## config.mk

```make
export PLATFORM = sky130hd
export DESIGN_NAME = control_multiciclo
export DESIGN_NICKNAME = d
export VERILOG_FILES = /design/src/rtl/control_pkg.sv /design/src/rtl/decod_opcode.sv /design/src/rtl/control_multiciclo.sv
export SDC_FILE = /design/constraint.sdc
export NUM_CORES = 1
export LEC_CHECK = 0
export ABC_AREA = 0
export CAP_MARGIN = 0
export CORE_MARGIN = 2
export CORE_UTILIZATION = 31
export DETAILED_ROUTE_END_ITERATION = 8
export PLACE_DENSITY = 0.73
export SLEW_MARGIN = 20
export SYNTH_ARGS = -nofsm -noshare
export SYNTH_HDL_FRONTEND = slang
export SYNTH_HIERARCHICAL = 1
export SYNTH_SLANG_ARGS = --single-unit
export TNS_END_PERCENT = 10
```

## constraint.sdc

```tcl
create_clock -name clk -period 2.3 [get_ports clk]
set_input_delay 0.46 -clock clk [delete_from_list [all_inputs] [get_ports clk]]
set_output_delay 0.46 -clock clk [all_outputs]
set_load 0.01 [all_outputs]
```

## src/rtl/control_pkg.sv

```systemverilog
//==============================================================================
// Module      : control_pkg
// Description : Shared types and encodings for the multicycle control unit.
// Revision    : 1.0 - initial release
//==============================================================================
`default_nettype none

package control_pkg;

    typedef enum logic [2:0] {
        S_FETCH  = 3'd0,
        S_DECODE = 3'd1,
        S_EXEC   = 3'd2,
        S_MEM    = 3'd3,
        S_WB     = 3'd4,
        S_TRAP   = 3'd5
    } state_t;

    typedef enum logic [2:0] {
        C_LUI     = 3'd0,
        C_RALU    = 3'd1,
        C_IALU    = 3'd2,
        C_LOAD    = 3'd3,
        C_STORE   = 3'd4,
        C_BRANCH  = 3'd5,
        C_ILLEGAL = 3'd6
    } instr_class_t;

    localparam logic [6:0] OP_LUI    = 7'b0110111;
    localparam logic [6:0] OP_RTYPE  = 7'b0110011;
    localparam logic [6:0] OP_ITYPE  = 7'b0010011;
    localparam logic [6:0] OP_LOAD   = 7'b0000011;
    localparam logic [6:0] OP_STORE  = 7'b0100011;
    localparam logic [6:0] OP_BRANCH = 7'b1100011;

    localparam logic [2:0] F3_BEQ = 3'b000;
    localparam logic [2:0] F3_BNE = 3'b001;

    localparam logic [1:0] MUXB_IMM_EX = 2'b00;
    localparam logic [1:0] MUXB_IMM_SW = 2'b01;
    localparam logic [1:0] MUXB_DOB    = 2'b10;

    localparam logic [1:0] MUXC_LUI = 2'b00;
    localparam logic [1:0] MUXC_ALU = 2'b01;
    localparam logic [1:0] MUXC_MEM = 2'b10;

    localparam logic ALU_ADD = 1'b0;
    localparam logic ALU_SUB = 1'b1;

    function automatic logic branch_legal(input logic [2:0] f3);
        return (f3 == F3_BEQ) || (f3 == F3_BNE);
    endfunction

    // beq is taken on a zero result, bne on a non-zero result
    function automatic logic branch_taken(input logic [2:0] f3, input logic zero);
        return (f3 == F3_BEQ) ? zero : ~zero;
    endfunction

endpackage

`default_nettype wire

```

## src/rtl/decod_opcode.sv

```systemverilog
//==============================================================================
// Module      : decod_opcode
// Description : Combinational opcode classifier with illegal-opcode flag.
// Revision    : 1.0 - initial release
//==============================================================================
`default_nettype none

module decod_opcode
    import control_pkg::*;
(
    input  logic [6:0]   opcode,
    output instr_class_t iclass,
    output logic         illegal
);

    always_comb begin
        iclass = C_ILLEGAL;
        case (opcode)
            OP_LUI:    iclass = C_LUI;
            OP_RTYPE:  iclass = C_RALU;
            OP_ITYPE:  iclass = C_IALU;
            OP_LOAD:   iclass = C_LOAD;
            OP_STORE:  iclass = C_STORE;
            OP_BRANCH: iclass = C_BRANCH;
            default:   iclass = C_ILLEGAL;
        endcase
        illegal = (iclass == C_ILLEGAL);
    end

endmodule

`default_nettype wire

```

## src/rtl/control_multiciclo.sv

```systemverilog
//==============================================================================
// Module      : control_multiciclo
// Description : Multicycle RISC-V subset control FSM. Define MEM_TIMEOUT_EN
//               to trap when a MEM access waits TIMEOUT cycles.
// Revision    : 1.0 - initial release
//==============================================================================
`default_nettype none

module control_multiciclo
    import control_pkg::*;
#(
    parameter int TIMEOUT = 15
) (
    input  logic       clk,
    input  logic       rst_n,
    input  logic [6:0] opcode,
    input  logic [2:0] funct3,
    input  logic       funct7_5,
    input  logic       cero,
    input  logic       instr_valid,
    input  logic       mem_ready,
    output logic       pc_wr,
    output logic       pc_src,
    output logic       ir_wr,
    output logic       reg_wr,
    output logic       mem_rd,
    output logic       mem_wr,
    output logic [1:0] s_mux_b,
    output logic [1:0] s_mux_c,
    output logic       control_alu,
    output logic       instr_done,
    output logic       trap,
    output logic [2:0] state
);

    state_t       state_q;
    state_t       state_next;
    instr_class_t iclass;
    logic         illegal;
    logic         br_ok;
    logic         br_taken;
    logic         mem_timeout;

    decod_opcode u_decod (
        .opcode  (opcode),
        .iclass  (iclass),
        .illegal (illegal)
    );

    assign br_ok    = branch_legal(funct3);
    assign br_taken = branch_taken(funct3, cero);
    assign state    = state_q;

`ifdef MEM_TIMEOUT_EN
    localparam int CNT_W = $clog2(TIMEOUT + 1);
    logic [CNT_W-1:0] wait_cnt;

    // Counts wait cycles of the current MEM visit; any other state clears it
    always_ff @(posedge clk or negedge rst_n) begin
        if (!rst_n)
            wait_cnt <= '0;
        else if (state_q == S_MEM && !mem_ready)
            wait_cnt <= wait_cnt + 1'b1;
        else
            wait_cnt <= '0;
    end

    assign mem_timeout = (wait_cnt == CNT_W'(TIMEOUT - 1));
`else
    assign mem_timeout = 1'b0;
`endif

    always_ff @(posedge clk or negedge rst_n) begin
        if (!rst_n)
            state_q <= S_FETCH;
        else
            state_q <= state_next;
    end

    always_comb begin
        state_next = state_q;
        case (state_q)
            S_FETCH:  if (instr_valid) state_next = S_DECODE;
            S_DECODE: begin
                if (illegal)              state_next = S_TRAP;
                else if (iclass == C_LUI) state_next = S_WB;
                else                      state_next = S_EXEC;
            end
            S_EXEC: begin
                case (iclass)
                    C_RALU, C_IALU:  state_next = S_WB;
                    C_LOAD, C_STORE: state_next = S_MEM;
                    C_BRANCH:        state_next = br_ok ? S_FETCH : S_TRAP;
                    default:         state_next = S_TRAP;
                endcase
            end
            S_MEM: begin
                if (mem_ready)        state_next = (iclass == C_LOAD) ? S_WB : S_FETCH;
                else if (mem_timeout) state_next = S_TRAP;
            end
            S_WB:     state_next = S_FETCH;
            S_TRAP:   state_next = S_TRAP;
            default:  state_next = S_FETCH;
        endcase
    end

    always_comb begin
        pc_wr       = 1'b0;
        pc_src      = 1'b0;
        ir_wr       = 1'b0;
        reg_wr      = 1'b0;
        mem_rd      = 1'b0;
        mem_wr      = 1'b0;
        s_mux_b     = MUXB_IMM_EX;
        s_mux_c     = MUXC_LUI;
        control_alu = ALU_ADD;
        instr_done  = 1'b0;
        trap        = 1'b0;
        case (state_q)
            // Gated so a valid instruction cannot load the IR while held in reset
            S_FETCH: ir_wr = instr_valid & rst_n;
            S_EXEC: begin
                if (iclass == C_BRANCH || (iclass == C_RALU && funct7_5))
                    control_alu = ALU_SUB;
                case (iclass)
                    C_RALU, C_BRANCH: s_mux_b = MUXB_DOB;
                    C_STORE:          s_mux_b = MUXB_IMM_SW;
                    default:          s_mux_b = MUXB_IMM_EX;
                endcase
                if (iclass == C_BRANCH && br_ok) begin
                    pc_wr      = 1'b1;
                    pc_src     = br_taken;
                    instr_done = 1'b1;
                end
            end
            S_MEM: begin
                mem_rd = (iclass == C_LOAD);
                mem_wr = (iclass == C_STORE);
                if (iclass == C_STORE && mem_ready) begin
                    pc_wr      = 1'b1;
                    instr_done = 1'b1;
                end
            end
            S_WB: begin
                reg_wr     = 1'b1;
                pc_wr      = 1'b1;
                instr_done = 1'b1;
                case (iclass)
                    C_LUI:   s_mux_c = MUXC_LUI;
                    C_LOAD:  s_mux_c = MUXC_MEM;
                    default: s_mux_c = MUXC_ALU;
                endcase
            end
            S_TRAP:  trap = 1'b1;
            default: ;
        endcase
    end

endmodule

`default_nettype wire

```

==> run metrics, run 1 <==
R2R setup slack=790 ps; hold buffer count at cts=0; Die Y=43.2 microns; GR Overflow Total=0; Worst Path Max Fanout=4; Post-synth EDFFs=0; Die Wd=43.2 microns; reg2reg end=state[2]; H-tree Lvls=1; initial cell density of the core=0.323; synthesized netlist net count=82; PortBufs=31; first-pass GRT wire length=3170 microns; max_cap viols=0; max FFs per register=3; PnR worst setup slack=-23.1 ps; clock latency on the worst-skew pair=250 ps; fmax=430 MHz; Routed Antenna Nets=0; vias=754; initial antenna violation count=0; sequential element share of the synthesized area=0.158; type of origin of the critical path=primary input; Initial DRC Count=11; count of final max-slew check failures=0; # IOs=32; clk slew on worst S/H paths=40 ps; final net count=145; CP Class=primary input to output pin; Synth Instances=66; outcome=finished with violations; post-route DRC violation count=0; violated checks=negative setup slack; total track usage=0.232; Hold WS=508 ps; leakage=0.531 nW; top-area cell type share of the netlist area=0.158; synth unique cells=33; Synth area leaders=dfrtp_1 (16%), nor2_1 (8.7%), o21ai_0 (5.3%); Min-Delay Path Class=primary input to async pin; worst slew pin tran=327 ps; total power=583 uW; fin crit share=1.01; Final Setup Violations=5; #FFs+latches synth=3; ant diodes=0; Worst R2R Path Depth=6; First-pass DRT Iterations=4; Critical Path AT=1860 ps; Synth area leader=dfrtp_1; fraction of layout cells with a size suffix above 1=0.516; clk sinks=3; clock tree buffer depth=2; CTS tree=yes; CTS buffer count=3; largest net degree at the start of global routing=11; HPWL after DPL=1220 microns; peak supply drop=0.358 mV; Synth Flop Type=dfrtp_1; synth cell count leaders=nor2_1 (11), inv_1 (5), nand2_1 (5), o21ai_0 (5), nand3_1 (4); fin crit period=2320 ps; Synth Cell Area=475 sq um; most frequent cell after synthesis=nor2_1; core area=0.00147 sq mm; DP Worst Slack=-845 ps; CP Data Required Time=1840 ps; GPL Wtd Cong=0.755; fraction of registers with async set/reset=1.00; clock skew=8.83 ps; vias in the first global route=716; # rows=14; Mapped Avg Cell Area=7.20 sq um; unrepaired setup endpoints after global routing=true; Power Dens Cells=528 mW/mm^2; wire per inst=13.4 microns; Layout area overhead=132%; CTS root buf=clkbuf_4; Total Wirelength=1940 microns; Final Hold Viols=0; Reg-to-Reg Start=state[0]; slew margin rel.=0.782; Via density=5.24; full die area=0.00186 sq mm; Worst setup EP type=output pin; Syn. warnings=6
report_power, final:
part           total [mW]  switching (mW)  internal [mW]  leakage, nW
clock network      0.0996          0.0342         0.0654       0.0150
registers          0.0814         0.00946         0.0719       0.0390
logic               0.402           0.183          0.219        0.477
total               0.583           0.226          0.356        0.531
per-layer routing:
layer,wire [microns],track usage,vias up
met2,1080,0.427,36
met5,0,0,-
met1,696,0.240,351
li1,-,-,364
met3,126,0.0553,3
met4,31,0.109,0
layout make-up:
| class | instances | area [sq um] |
|---|---|---|
| Fill cell | 119 | 368 |
| Multi-Input combinational cell | 56 | 463 |
| Timing Repair Buffer | 60 | 500 |
| Clock buffer | 4 | 26.3 |
| Tap cell | 16 | 20.0 |
| Sequential cell | 3 | 75.1 |
| Inverter | 5 | 18.8 |
cell usage in the layout (no fill, tap or decap), types with 2 or more instances in the layout:
master            n
nor2_1            8
or3b_4            2
clkbuf_4          3
nand2_1           4
clkdlybuf4s50_1  14
nor3_1            2
dfrtp_1           3
nand3b_1          3
buf_4            27
buf_6             6
clkbuf_2          2
o21ai_0           5
buf_2             9
a21oi_1           3
nand3_1           2
nand3_4           2
nor2_2            3
inv_1             5
cell families (layout without fill, tap and decap cells):
kind of cell	Yosys count	after routing	synth area share
compound gates	18	18	0.274
mux	1	1	0.0211
simple gates	34	34	0.413
flops	3	3	0.158
xor+xnor	3	3	0.0553
buf+inv	7	69	0.0790
how the worst max path moves through the flow:
stage / start / to / slack, ps
6_report: opcode[4] / s_mux_c[0] / -20
5_1_grt: opcode[4] / s_mux_c[0] / -110
4_1_cts: opcode[6] / pc_src / 2
3_5_place_dp: opcode[4] / instr_done / -840
3_3_place_gp: opcode[4] / instr_done / -780
2_1_floorplan: opcode[6] / pc_wr / 6
through the flow:
step	instance area, sq um	instances	TNS, ps	utilization
3_3_place_gp	927	127	-7910	0.630
6_report	1100	144	-60.9	0.750
4_1_cts	1060	142	0	0.720
5_1_grt	1100	144	-588	0.750
2_1_floorplan	495	66	0	-
3_5_place_dp	927	127	-8280	0.630
timing repair:
item / CTS / global route
setup endpoints to repair: 11 / 10
buffers inserted: 11 / 2
gates resized for setup: 79 / 15
hold endpoints to repair: 0 / 0
pin swaps: 11 / 12
critical path: stages:
cell and delay, ps:
buf_12 110, o21ba_4 210, a2111oi_4 330, buf_4 180, buf_6 100, xor2_2 160
nor2_1 70, nor2_1 90, buf_2 140
Power figures use the tool's default switching activity.
==> run 2: changes to the inputs <==
--- a/config.mk
+++ b/config.mk
@@ -6,7 +6,7 @@
 export NUM_CORES = 1
 export LEC_CHECK = 0
 export ABC_AREA = 0
-export CAP_MARGIN = 0
+export CAP_MARGIN = 20
 export CORE_MARGIN = 2
 export CORE_UTILIZATION = 31
 export DETAILED_ROUTE_END_ITERATION = 8
==> results of run 2 <==
Final layout, timing and power as in run 1 (identical DEF).
